--- config.mk ---
export PLATFORM = sky130hd
export DESIGN_NAME = jt10_adpcmb_seq
export DESIGN_NICKNAME = d
export VERILOG_FILES = /design/src/rtl/jt10_adpcmb_seq_pkg.sv /design/src/rtl/jt10_adpcmb_seq_dn.sv /design/src/rtl/jt10_adpcmb_seq.sv
export SDC_FILE = /design/constraint.sdc
export NUM_CORES = 1
export LEC_CHECK = 0
export BUFFER_PORTS_ARGS = -buffer_cell sky130_fd_sc_hd__buf_2
export CORE_MARGIN = 3
export CORE_UTILIZATION = 56
export DETAILED_ROUTE_END_ITERATION = 16
export GPL_TIMING_DRIVEN = 0
export PLACE_DENSITY = 0.85
export SYNTH_ARGS = -nofsm -noshare
export SYNTH_HDL_FRONTEND = slang
export SYNTH_SLANG_ARGS = --single-unit
--- constraint.sdc ---
create_clock -name clk -period 2.4 [get_ports clk]
set_input_delay 0.12 -clock clk [delete_from_list [all_inputs] [get_ports clk]]
set_output_delay 0.12 -clock clk [all_outputs]
set_load 0.01 [all_outputs]
--- src/rtl/jt10_adpcmb_seq_pkg.sv ---
// jt10_adpcmb_seq_pkg
//   Shared definitions for the ADPCM-B playback sequencer:
//   FSM state encodings, delta-N accumulator width, default chon hold
//   length and the byte-buffer entry type.
package jt10_adpcmb_seq_pkg;

  typedef enum logic [1:0] {
    ST_IDLE = 2'd0,
    ST_RUN  = 2'd1,
    ST_HOLD = 2'd2
  } state_t;

  localparam int ACC_W         = 16;
  localparam int CHON_HOLD_DEF = 8;

  // One byte-buffer slot: valid, last-byte-of-sample marker, payload.
  typedef struct packed {
    logic       v;
    logic       last;
    logic [7:0] dat;
  } buf_t;

endpackage

--- src/rtl/jt10_adpcmb_seq_dn.sv ---
// jt10_adpcmb_dn
//   Delta-N phase accumulator. Each enabled cen cycle adds delta_n to a
//   16-bit accumulator; the carry out of bit 15 is registered and is
//   high for exactly one cen cycle per overflow (one nibble request).
// Ports:
//   clk, rst     - clock, synchronous active-high reset
//   cen          - clock enable
//   en           - accumulate this cycle
//   clr          - clear accumulator and carry (takes priority over en)
//   delta_n      - rate word
//   carry        - registered overflow strobe
module jt10_adpcmb_dn
  import jt10_adpcmb_seq_pkg::*;
(
  input  logic             clk,
  input  logic             rst,
  input  logic             cen,
  input  logic             en,
  input  logic             clr,
  input  logic [ACC_W-1:0] delta_n,
  output logic             carry
);

  logic [ACC_W-1:0] acc;

  always_ff @(posedge clk) begin
    if (rst) begin
      acc   <= '0;
      carry <= 1'b0;
    end else if (cen) begin
      if (clr) begin
        acc   <= '0;
        carry <= 1'b0;
      end else if (en) begin
        {carry, acc} <= {1'b0, acc} + {1'b0, delta_n};
      end else begin
        carry <= 1'b0;
      end
    end
  end

endmodule

--- src/rtl/jt10_adpcmb_seq.sv ---
// jt10_adpcmb_seq
//   ADPCM-B playback sequencer. Fetches sample bytes from ROM between
//   {addr_start,00} and {addr_end,FF}, double-buffers them, splits them
//   into nibbles (high first) and strobes them into the decoder at the
//   delta-N rate. Raises a sticky end flag when a non-repeating sample
//   finishes and keeps chon high CHON_HOLD cen cycles afterwards so the
//   decoder pipeline drains.
// Ports:
//   clk, rst, cen                 - clock, sync active-high reset, enable
//   start, repeat_en              - play level, loop enable
//   addr_start, addr_end, delta_n - channel registers
//   flag_clr                      - clears flag_end
//   rom_addr, rom_cs              - fetch request (address stable while cs)
//   rom_data, rom_ok              - fetch response, held until cs falls
//   data, adv, chon               - decoder interface
//   flag_end                      - sticky end-of-sample flag
//
// state | meaning
// IDLE  | channel off, no fetches
// RUN   | fetching and emitting nibbles
// HOLD  | sample ended, chon held while the decoder drains
module jt10_adpcmb_seq
  import jt10_adpcmb_seq_pkg::*;
#(
  parameter int AW        = 24,
  parameter int CHON_HOLD = CHON_HOLD_DEF
) (
  input  logic          clk,
  input  logic          rst,
  input  logic          cen,
  input  logic          start,
  input  logic          repeat_en,
  input  logic [15:0]   addr_start,
  input  logic [15:0]   addr_end,
  input  logic [15:0]   delta_n,
  input  logic          flag_clr,
  output logic [AW-1:0] rom_addr,
  output logic          rom_cs,
  input  logic [7:0]    rom_data,
  input  logic          rom_ok,
  output logic [3:0]    data,
  output logic          adv,
  output logic          chon,
  output logic          flag_end
);

  localparam int HW = ($clog2(CHON_HOLD) < 1) ? 1 : $clog2(CHON_HOLD);

  state_t        state;
  logic          start_l;
  logic [AW-1:0] ptr;
  logic          stopped;
  buf_t          cur, nxt;
  buf_t          cur_n, nxt_n;
  logic          half;
  logic          pending;
  logic [HW-1:0] hold_cnt;
  logic          carry;

  logic          start_rise;
  logic          run;
  logic          got;
  logic          fire;
  logic          consume;
  logic          end_hit;
  logic          ptr_last;
  logic [AW-1:0] first_addr;
  logic [AW-1:0] last_addr;

  assign rom_addr   = ptr;
  assign first_addr = AW'({addr_start, 8'h00});
  assign last_addr  = AW'({addr_end, 8'hFF});
  assign ptr_last   = (ptr == last_addr);

  assign start_rise = start & ~start_l;
  // RUN work only happens when neither abort nor restart overrides it
  assign run        = (state == ST_RUN) & start & ~start_rise;
  assign got        = run & rom_cs & rom_ok;
  assign fire       = run & (carry | pending) & cur.v;
  assign consume    = fire & half;
  assign end_hit    = consume & cur.last & ~repeat_en;

  jt10_adpcmb_dn u_dn (
    .clk     (clk),
    .rst     (rst),
    .cen     (cen),
    .en      (state == ST_RUN),
    .clr     (start_rise),
    .delta_n (delta_n),
    .carry   (carry)
  );

  // Buffer update: first retire cur if its low nibble goes out, then
  // place the incoming byte in the first free slot. A fetch is only
  // issued with nxt empty, so an arriving byte always finds room.
  always_comb begin
    cur_n = cur;
    nxt_n = nxt;
    if (consume) begin
      cur_n = nxt;
      nxt_n = '0;
    end
    if (got) begin
      if (!cur_n.v) cur_n = '{v: 1'b1, last: ptr_last, dat: rom_data};
      else          nxt_n = '{v: 1'b1, last: ptr_last, dat: rom_data};
    end
  end

  always_ff @(posedge clk) begin
    if (rst) begin
      state    <= ST_IDLE;
      start_l  <= 1'b0;
      ptr      <= '0;
      stopped  <= 1'b0;
      cur      <= '0;
      nxt      <= '0;
      half     <= 1'b0;
      pending  <= 1'b0;
      hold_cnt <= '0;
      rom_cs   <= 1'b0;
      data     <= 4'd0;
      adv      <= 1'b0;
      chon     <= 1'b0;
      flag_end <= 1'b0;
    end else if (cen) begin
      start_l <= start;
      adv     <= 1'b0;

      if (!start) begin
        state   <= ST_IDLE;
        rom_cs  <= 1'b0;
        chon    <= 1'b0;
        pending <= 1'b0;
      end else if (start_rise) begin
        state   <= ST_RUN;
        ptr     <= first_addr;
        rom_cs  <= 1'b1;
        chon    <= 1'b1;
        cur     <= '0;
        nxt     <= '0;
        half    <= 1'b0;
        pending <= 1'b0;
        stopped <= 1'b0;
      end else begin
        case (state)
          ST_RUN: begin
            cur <= cur_n;
            nxt <= nxt_n;

            if (got) begin
              rom_cs <= 1'b0;
              if (ptr_last) begin
                if (repeat_en) ptr     <= first_addr;
                else           stopped <= 1'b1;
              end else begin
                ptr <= ptr + AW'(1);
              end
            end else if (!rom_cs && !nxt.v && !stopped) begin
              rom_cs <= 1'b1;
            end

            if (fire) begin
              adv     <= 1'b1;
              data    <= half ? cur.dat[3:0] : cur.dat[7:4];
              half    <= ~half;
              pending <= 1'b0;
            end else if (carry && !cur.v) begin
              // fetch latency: remember one request, later ones drop
              pending <= 1'b1;
            end

            if (end_hit) begin
              state    <= ST_HOLD;
              rom_cs   <= 1'b0;
              hold_cnt <= HW'(CHON_HOLD - 1);
            end
          end

          ST_HOLD: begin
            rom_cs <= 1'b0;
            if (hold_cnt == '0) begin
              state <= ST_IDLE;
              chon  <= 1'b0;
            end else begin
              hold_cnt <= hold_cnt - HW'(1);
            end
          end

          default: begin
            rom_cs <= 1'b0;
          end
        endcase
      end

      if (end_hit)       flag_end <= 1'b1;
      else if (flag_clr) flag_end <= 1'b0;
    end
  end

endmodule

==> metrics.md, run 1 <==
| Metric | Value |
|---|---|
| Status | `complete, but fails checks` |
| Failing checks | `hold timing` |
| CTS Root Cell | `clkbuf_8` |
| Final hold slack | `-1.647 ps` |
| Clock-pin slew of the registers on the worst-case setup and hold paths | `80 ps` |
| DRC Markers | `0` |
| Relative slew slack | `about half` |
| Post-synth EDFFs | `0` |
| Tmin final | `2308 ps` |
| Sink Count | `between 70 and 80` |
| Post-Place Setup Slack | `-158.3 ps` |
| First drt pass iteration count | `6` |
| Critical Path RT | `2690 ps` |
| Via/cell ratio | `roughly 6.3` |
| PwrDens | `roughly 450 mW/mm^2` |
| Reg2reg path depth | `9` |
| Post-CTS Hold Buffers | `0` |
| Synthesized area | `between 0.004 and 0.005 mm^2` |
| Crit-path most repeated cell | `buf_4` |
| Placed instance count | `797` |
| Fmax | `between 400 and 500 MHz` |
| DR vias | `just over 5000` |
| Area delta synth->final | `16.73%` |
| Largest net degree at the start of global routing | `14` |
| Final nets | `791` |
| Initial antenna violation count | `0` |
| Seq/Total Area, Yosys | `a little under a third` |
| Buffers & Inverters on Critical Path | `2` |
| Leakage | `between 2 and 2.5 nW` |
| RSZ-0062 raised after global routing | `false` |
| Main synth FF type | `dfxtp_1` |
| Cell family with most CP delay | `simple AND/OR/NAND/NOR gates` |
| GP Congestion | `0.9129` |
| Multi-input gate area | `approximately 0.0032 mm^2` |
| Input/output buffers | `roughly 90` |
| Core region area | `approximately 0.0084 mm^2` |
| Longest Clk Path Bufs | `2` |
| ANT nets after route | `0` |
| Clock skew | `approximately 13 ps` |
| CP endpoint kind | `flip-flop` |
| Hold Path Class | `in2reg` |
| Largest area contributor in the netlist | `dfxtp_1` |
| CTS tree | `yes` |
| Worst-path cell chain | `ha_1 > and4_4 > nand4_4 > nor4_4 > buf_4 > buf_4 > a211o_4 > or3b_2 > a21oi_1` |
| Die footprint | `0.01005 mm^2` |
| Initial DRC count | `roughly 440` |
| H-tree level count | `3` |
| Slowest-stage cell, CP | `or3b_2` |
| Layout cells sized above 1 | `between 20% and 30%` |
| Initial Util | `about three fifths` |
| Fillers | `roughly 700` |
| Final Cycle Share | `a little over nine tenths` |
| Final hold violations | `1` |
| Startpoint types | `flip-flop` |
| Stages on the worst setup path | `9` |
| Cell variety after synth | `slightly above 70` |
| Layout Cells excl Fill | `a little over 800` |
| Die Y | `100.2 um` |
| Async set-reset flop share out of synthesis | `0%` |
| Vias in the first global route | `just under 5000` |
| Critical path fanouts, max | `7` |
| Worst-Skew Late Latency | `370 ps` |
| Syn avg cell area | `approximately 8.3 um^2` |
| Number of CTS-inserted buffers | `9` |
| Tot GR Track Use | `between 20% and 30%` |
| Max-cap violations | `0` |
| Finish-stage setup viols | `0` |
| Standard-cell rows | `33` |
| Antenna diodes | `0` |
| Max-slew violation count | `0` |
| # IOs | `95` |
| Routed len/inst | `around 17 um` |
| Storage cell area | `0.001564 mm^2` |
| Synthesized flop and latch total | `a little under 80` |
| Worst slew pin tran | `around 770 ps` |
| Critical path arrival | `roughly 2600 ps` |
| GRT Residual Overflow | `0` |
| Synthesized Nets | `between 600 and 700` |
| Final core occ | `68.92%` |
| Yosys warning count | `0` |
| PnR worst setup slack | `approximately 92 ps` |
| Share of the synthesized area in the top cell type | `31.40%` |
| Detailed Route WL | `~14000 um` |
| Worst hold path depth | `3` |
| Post-DP HPWL | `10230 um` |
| DIE WIDTH | `100.2 um` |
| Largest cells by area after synthesis | `dfxtp_1 (31%), a21oi_1 (6.2%), mux2i_1 (5.8%), ha_1 (5.3%), nand2_1 (5.0%)` |
| Peak supply drop | `slightly below 0.0004 V` |
| First-pass GRT wire length | `22690 um` |
| Slowest stage delay, CP | `around 450 ps` |
| Post-synthesis cell count | `600` |
| Kind of critical path | `reg2reg` |
worst paths after layout:
kind	startpoint	endpoint	slack [ps]
max	rom_addr[0]	rom_addr[4]	90
min	rom_data[3]	nxt[3]	-2
max reg2reg	rom_addr[0]	rom_addr[4]	90
min reg2reg	u_dn.acc[5]	u_dn.acc[5]	470
through the flow:
stage | hold WS, ps | total power [mW] | cell area [um^2] | TNS [ps]
global route | 34.66 | 2.721 | 5806 | 0
global placement | 371.8 | 1.747 | 5565 | -1302
detailed placement | 383.7 | 1.762 | 5565 | -1983
floorplan | 256.0 | 1.620 | 4974 | 0
finish | -1.647 | 2.627 | 5806 | 0
CTS | 0.1015 | 2.620 | 5751 | 0
area by class of cell:
class / count / share of cell area [%]
clock inverter: 6 / 0.6897
tap: 105 / 2.263
inverter: 27 / 1.746
multi-input combinational: 467 / 54.98
buffer: 26 / 2.672
sequential: 78 / 26.94
clock buffer: 9 / 2.134
timing repair buffer: 97 / 8.578
registers in the layout (all words and copies together), names as in the netlist, 2 cells and up:
name and flops:
state 2, rom_addr 24, u_dn.acc 16, data 4, nxt 10, hold_cnt 3
cur 10
worst min-delay path, delay by kind of cell:
kind	cells	cell delay, ps
AO/OA/AOI/OAI	1	50
AND/OR/NAND/NOR	1	50
buffers and inverters	1	110
Yosys cell counts, types with 6 or more instances:
| cell | count |
|---|---|
| a211oi_1 | 15 |
| a21o_1 | 10 |
| a21oi_1 | 62 |
| a22oi_1 | 6 |
| buf_2 | 6 |
| clkbuf_1 | 13 |
| dfxtp_1 | 78 |
| ha_1 | 21 |
| inv_1 | 25 |
| mux2i_1 | 29 |
| nand2_1 | 66 |
| nand3_1 | 24 |
| nand4_1 | 6 |
| nor2_1 | 44 |
| nor3_1 | 15 |
| o211ai_1 | 9 |
| o21a_1 | 6 |
| o21ai_0 | 25 |
| o32ai_2 | 12 |
| or2_2 | 6 |
| xnor2_1 | 20 |
| xor2_1 | 7 |
logic make-up after synthesis:
| logic type | count (synthesis) | synth area share (%) |
|---|---|---|
| compound gates | 187 | 26.74 |
| xor+xnor | 27 | 4.755 |
| fa+ha+maj | 22 | 5.686 |
| buf+inv | 55 | 5.308 |
| flops | 78 | 31.40 |
| mux | 29 | 5.837 |
| simple gates | 202 | 20.28 |
layout by cell type, fill, tap and decap left out, types with 5 or more instances in the layout:
cell      netlist  layout
dfxtp_1        78      76
inv_1          25      25
and3_1          5       5
nor2_1         44      43
xor2_1          7       7
mux2i_1        29      29
clkbuf_1       13      11
o21a_1          6       6
o211ai_1        9       9
or2_2           6       6
a21oi_1        62      62
clkbuf_8        0       9
a21o_1         10      10
buf_2           6      98
o21ai_0        25      24
buf_4           2       7
nor3_1         15      14
nand4_1         6       6
o32ai_2        12      12
a211oi_1       15      15
nand2_1        66      66
nand3_1        24      24
xnor2_1        20      20
ha_1           21      21
a22oi_1         6       6
power by group:
part | internal [mW] | switching [mW] | total [mW]
Clock | 0.367 | 0.515 | 0.883
Combinational | 0.168 | 0.238 | 0.406
Sequential | 1.31 | 0.0247 | 1.34
repair_timing:
action,4_1_cts,5_1_grt
gates resized for setup,2,10
buffers inserted,2,3
pin swaps,1,0
endpoints found under the setup margin,29,40
layer usage:
metal,up-vias,track usage (%),share of wire (%)
met4,0,12.95,2.9
met3,53,5.420,8.1
met2,259,45.97,48
met5,-,0,0
met1,2391,34.53,41
li1,2421,-,-
Power figures use the tool's default switching activity.
==> run 2, diff against run 1 <==
Settings changed: CELL_PAD_IN_SITES_DETAIL_PLACEMENT from default to 2, CELL_PAD_IN_SITES_GLOBAL_PLACEMENT from default to 2, CORE_UTILIZATION 56 to 33.
==> run 2 against run 1 <==
  * Flip-flop and latch count unchanged
  * Wire length is 40% higher
  * Global-route usage decreased by 3.9 points
  * Count of clock-buffer cells in the layout did not move
  * Non-clock buffer count decreased by 2
  * First-iteration DRC count fell by 51%
  * The run now ends clean
  * Power rose by 28%
==> metrics.md, run 2 (same netlist as run 1, synthesis figures left out) <==
| Metric | Value |
|---|---|
| Placed instance count | `876` |
| Tot GR Track Use | `between 20% and 30%` |
| Input/output buffers | `92` |
| Worst hold path depth | `3` |
| Startpoint types | `flip-flop` |
| Flop pwr share | `39.9%` |
| Final Cycle Share | `roughly 96%` |
| Clock skew | `between 10 and 15 ps` |
| Hold Startpoint | `rom_data[7]` |
| Routed len/inst | `around 22 um` |
| # IOs | `95` |
| Reg-to-Reg Start | `state[0]` |
| Commonest non-fill, non-tap cell in the layout | `buf_2` |
| Layout cells sized above 1 | `roughly a quarter` |
| Finish-stage setup viols | `0` |
| Setup TNS | `0 ps` |
| Standard-cell rows | `44` |
| Final hold slack | `about 15 ps` |
| Initial DRC count | `between 200 and 250` |
| Final nets | `between 700 and 800` |
| ANT nets after route | `0` |
| RSZ-0062 raised after global routing | `true` |
| Switching share of total power | `roughly 28%` |
| Psw | `between 0.9 and 1 mW` |
| Clock power share | `between 40% and 50%` |
| R2R Setup Slk | `just over 100 ps` |
| Critical path fanouts, max | `9` |
| Int Pwr | `2.415 mW` |
| PwrDens | `between 500 and 600 mW/mm^2` |
| Worst-Skew Late Latency | `~360 ps` |
| Max-slew violation count | `0` |
| Max-cap violations | `0` |
| Die Y | `128.8 um` |
| Fmax | `~430 MHz` |
| DR vias | `slightly above 5000` |
| Critical Path RT | `2670 ps` |
| Max reg flops | `24` |
| First drt pass iteration count | `4` |
| First-pass GRT wire length | `approximately 31000 um` |
| Final hold violations | `0` |
| Area delta synth->final | `23.07%` |
| Number of CTS-inserted buffers | `9` |
| Clock-pin slew of the registers on the worst-case setup and hold paths | `roughly 70 ps` |
| Layout Cells excl Fill | `roughly 890` |
| Post-DP HPWL | `14050 um` |
| Kind of critical path | `reg2reg` |
| Hold Path Class | `in2reg` |
| CTS tree | `yes` |
| Most frequent cells in the layout | `buf_2 (96), dfxtp_1 (77), nand2_1 (66)` |
| Largest net degree at the start of global routing | `16` |
| Via/cell ratio | `~5.8` |
| Die footprint | `around 0.017 mm^2` |
| CTS Root Cell | `clkbuf_16` |
| Worst slew pin tran | `880.9 ps` |
| Initial Util | `33.96%` |
| H-tree level count | `3` |
| Status | `completed` |
| DRC Markers | `0` |
| Initial antenna violation count | `0` |
| Longest Clk Path Bufs | `2` |
| Vias in the first global route | `approximately 5700` |
| Worst r2r dst | `rom_addr[7]` |
| Sink Count | `78` |
| Worst hold endpoint | `nxt[7]` |
| Leakage | `between 2 and 2.5 nW` |
| Antenna diodes | `0` |
| Comb pwr share | `approximately an eighth` |
| Detailed Route WL | `a little under 20000 um` |
| Final core occ | `between 40% and 50%` |
| Peak supply drop | `0.0003707 V` |
| CP endpoint kind | `flip-flop` |
| GP Congestion | `roughly 0.8` |
| Critical path arrival | `around 2600 ps` |
| DIE WIDTH | `between 100 and 150 um` |
| Reg2reg path depth | `7` |
| Core region area | `approximately 0.015 mm^2` |
| GRT Residual Overflow | `0` |
| Tmin final | `between 2000 and 2500 ps` |
| Relative slew slack | `approximately two fifths` |
[run 2: layer usage]
metal / up-vias / global-route usage [%] / share of wire [%]
met1: 2597 / 27.93 / 42
met2: 114 / 43.63 / 52
met4: 0 / 8.647 / 2.0
met5: - / 0 / 0
met3: 28 / 3.528 / 3.9
li1: 2412 / - / -
[run 2: metrics by stage]
step | power, mW | setup slack (ps) | cell area, um^2
after global routing | 3.485 | -60.57 | 6121
after CTS | 3.378 | 33.76 | 6050
after global placement | 1.763 | -272.3 | 5664
after floorplan | 1.620 | 195.9 | 4974
final | 3.360 | 100.5 | 6121
after detailed placement | 1.788 | -409.8 | 5664
[run 2: worst max path at each step]
stage	cells past startpoint	end	startpoint	slack, ps
after global placement	7	u_dn.acc[13]	u_dn.acc[1]	-270
after global routing	8	cur[7]	half	-60
final	7	rom_addr[7]	state[0]	100
after CTS	7	rom_addr[7]	state[0]	30
after detailed placement	7	u_dn.acc[13]	u_dn.acc[1]	-410
after floorplan	8	rom_addr[11]	rom_addr[0]	200
[run 2: area by class of cell]
class / count / area (um^2)
Inverter: 27 / 101.3
Timing Repair Buffer: 95 / 483.0
Tap cell: 184 / 230.2
Sequential cell: 78 / 1563
Clock inverter: 7 / 102.6
Fill cell: 1677 / 8523
Clock buffer: 9 / 225.2
Multi-Input combinational cell: 467 / 3254
Buffer: 26 / 161.4
[run 2: timing repair]
| action | CTS | global route |
|---|---|---|
| hold buffers | 0 | 0 |
| buffers inserted | 3 | 0 |
| gates resized for setup | 8 | 20 |
| setup endpoints to repair | 52 | 41 |
| pin swaps | 1 | 1 |
[run 2: power groups by stage]
stage	registers [mW]	clock network, mW	logic, mW
2_1_floorplan	1.37	0	0.252
3_3_place_gp	1.37	0	0.396
3_5_place_dp	1.37	0	0.418
4_1_cts	1.34	1.61	0.431
5_1_grt	1.34	1.66	0.479
6_report	1.34	1.58	0.438
[run 2: critical path: stages (launching register included)]
cell	delay (ps)
dfxtp_1	380
ha_1	170
clkbuf_4	200
nand3_1	160
a21o_4	290
a211o_2	370
or3b_2	480
a21oi_1	180
==> run 3, diff against run 2 <==
Settings changed: REMOVE_ABC_BUFFERS from default to 1, SYNTH_HIERARCHICAL from default to 1.
==> run 3 against run 2 <==
  * First-iteration DRC count up 35%
  * Flip-flop and latch count unchanged
  * Critical path depth unchanged
  * Design area down 4.0%
  * Clock skew up 1.8 ps
  * Largest power group is now registers
  * Sequential power about the same
  * Critical endpoint is now rom_addr[22]
  * Core utilization down 0.11 points
  * Critical path type unchanged
==> metrics.md, run 3 <==
| Metric | Value |
|---|---|
| Fillers | `between 1500 and 2000` |
| Die Y | `about 130 um` |
| Synthesized area | `about 0.0048 mm^2` |
| CTS Root Cell | `clkbuf_16` |
| Post-DP HPWL | `12250 um` |
| Initial antenna violation count | `1` |
| Hold Path Class | `in2reg` |
| PwrDens | `513.3 mW/mm^2` |
| Final hold violations | `0` |
| DRC Markers | `0` |
| Routed len/inst | `just over 20 um` |
| Startpoint types | `flip-flop` |
| Vias in the first global route | `5419` |
| Seq/Total Area, Yosys | `about 32%` |
| Tot GR Track Use | `21.32%` |
| Post-synthesis cell count | `slightly below 600` |
| RSZ-0062 raised after global routing | `true` |
| Area delta synth->final | `21.47%` |
| PnR worst setup slack | `120.1 ps` |
| Main synth FF type | `dfxtp_1` |
| Max-slew violation count | `0` |
| Detailed Route WL | `between 15000 and 20000 um` |
| Final nets | `759` |
| Top-count cell post-synth | `dfxtp_1` |
| Standard-cell rows | `43` |
| Final core occ | `a little over two fifths` |
| Most frequent cells after synthesis | `dfxtp_1 (78), nor2_1 (71), nand2_1 (53)` |
| Largest net degree at the start of global routing | `57` |
| Commonest non-fill, non-tap cell in the layout | `buf_2` |
| Leakage | `about 2.4 nW` |
| Fmax | `438.6 MHz` |
| Worst slew pin tran | `between 1000 and 1500 ps` |
| Critical path arrival | `roughly 2500 ps` |
| Peak supply drop | `0.0002368 V` |
| Async set-reset flop share out of synthesis | `0%` |
| Share of the synthesized area in the top cell type | `between 30 and 40%` |
| # IOs | `95` |
| GRT Residual Overflow | `0` |
| Final Cycle Share | `around 95%` |
| Initial DRC count | `roughly 300` |
| Syn avg cell area | `around 8.2 um^2` |
| Number of CTS-inserted buffers | `9` |
| Finish-stage setup viols | `0` |
| Largest cells by area after synthesis | `dfxtp_1 (32%), nor2_1 (5.5%), ha_1 (5.4%), xnor2_1 (5.3%), a21oi_1 (4.8%)` |
| Post-Place Setup Slack | `-524.4 ps` |
| Clock-pin slew of the registers on the worst-case setup and hold paths | `~70 ps` |
| Synthesized flop and latch total | `a little under 80` |
| Die footprint | `approximately 0.016 mm^2` |
| Yosys warning count | `6` |
| Layout cells sized above 1 | `between 20% and 30%` |
| Input/output buffers | `between 90 and 100` |
| Antenna diodes | `0` |
| Critical path fanouts, max | `22` |
| CTS tree | `yes` |
| Kind of critical path | `reg2reg` |
| H-tree level count | `3` |
| Post-synth EDFFs | `0` |
| First-pass GRT wire length | `roughly 28000 um` |
| Post-CTS Hold Buffers | `0` |
| Initial Util | `about a third` |
| Worst-Skew Late Latency | `350 ps` |
| Status | `completed` |
| Core region area | `0.01410 mm^2` |
| First drt pass iteration count | `4` |
| Sink Count | `78` |
| Cell variety after synth | `74` |
| DR vias | `about 5000` |
| Tmin final | `around 2300 ps` |
| Clock skew | `approximately 12 ps` |
| CP endpoint kind | `flip-flop` |
| Largest area contributor in the netlist | `dfxtp_1` |
| R2R Setup Slk | `about 120 ps` |
| DIE WIDTH | `between 100 and 150 um` |
| Most frequent cells in the layout | `buf_2 (94), dfxtp_1 (75), nor2_1 (70)` |
| Max reg flops | `24` |
| ANT nets after route | `0` |
| Longest Clk Path Bufs | `2` |
| GP Congestion | `0.7957` |
| Relative slew slack | `between 20% and 30%` |
| Critical Path RT | `approximately 2600 ps` |
| Max-cap violations | `0` |
| Via/cell ratio | `5.758` |
[run 3: metrics by stage]
step	total power [mW]	setup TNS (ps)	hold slack, ps	cell area, um^2	std cells
finish	3.016	0	48.14	5876	858
global route	3.144	-26.11	64.36	5876	858
CTS	3.038	0	44.85	5772	855
detailed placement	1.752	-11750	400.5	5414	836
global placement	1.726	-9822	389.8	5386	835
floorplan	1.581	-169.3	189.1	4691	561
[run 3: report_power, final]
group	internal, mW	switching (mW)
sequential	1.32	0.0332
clock	0.695	0.580
combinational	0.161	0.230
[run 3: repair_timing]
item                                    4_1_cts  5_1_grt
endpoints found under the setup margin       43       40
resized for setup                            13       18
pin swaps                                     1        4
buffers inserted                              4        3
[run 3: final cells by class]
| cell class | instances | area, um^2 | area share, % |
|---|---|---|---|
| multi-input cells | 446 | 3137 | 53.39 |
| repair buffers | 102 | 543.0 | 9.242 |
| clock inverters | 5 | 37.54 | 0.6388 |
| inverters | 37 | 138.9 | 2.364 |
| flip-flops and latches | 78 | 1565 | 26.64 |
| well taps | 180 | 225.2 | 3.833 |
| clock buffers | 10 | 229.0 | 3.897 |
[run 3: metal layers]
metal | part of all wire [%] | global-route usage, %
met1 | 44 | 26.17
met3 | 3.8 | 3.721
met5 | 0.075 | 0
met2 | 50 | 36.92
met4 | 2.5 | 8.707
[run 3: kinds of logic (layout without fill, tap and decap cells)]
family,count (synthesis),after routing,share of synthesized area (%)
adder cells (fa/ha/maj),22,22,5.846
AND/OR/NAND/NOR,196,196,19.81
multiplexers,17,17,3.569
AO/OA/AOI/OAI,180,180,26.98
flip-flops,78,78,32.28
XOR/XNOR,31,31,5.613
buffers and inverters,64,154,5.897
[run 3: worst max-delay path: stages, from the launching register on]
cell and delay [ps]:
dfxtp_1 420, ha_4 230, nand3_1 130, or2_4 290, a21o_2 290, a21o_4 300, or3_1 390, o211a_1 120
[run 3: worst paths after layout]
| kind | startpoint | endpoint | cells past startpoint |
|---|---|---|---|
| worst max-delay path | state[0] | rom_addr[22] | 7 |
| worst max register to register | state[0] | rom_addr[22] | 7 |
| worst min-delay path | addr_start[10] | rom_addr[18] | 3 |
| worst min register to register | hold_cnt[2] | hold_cnt[2] | 2 |
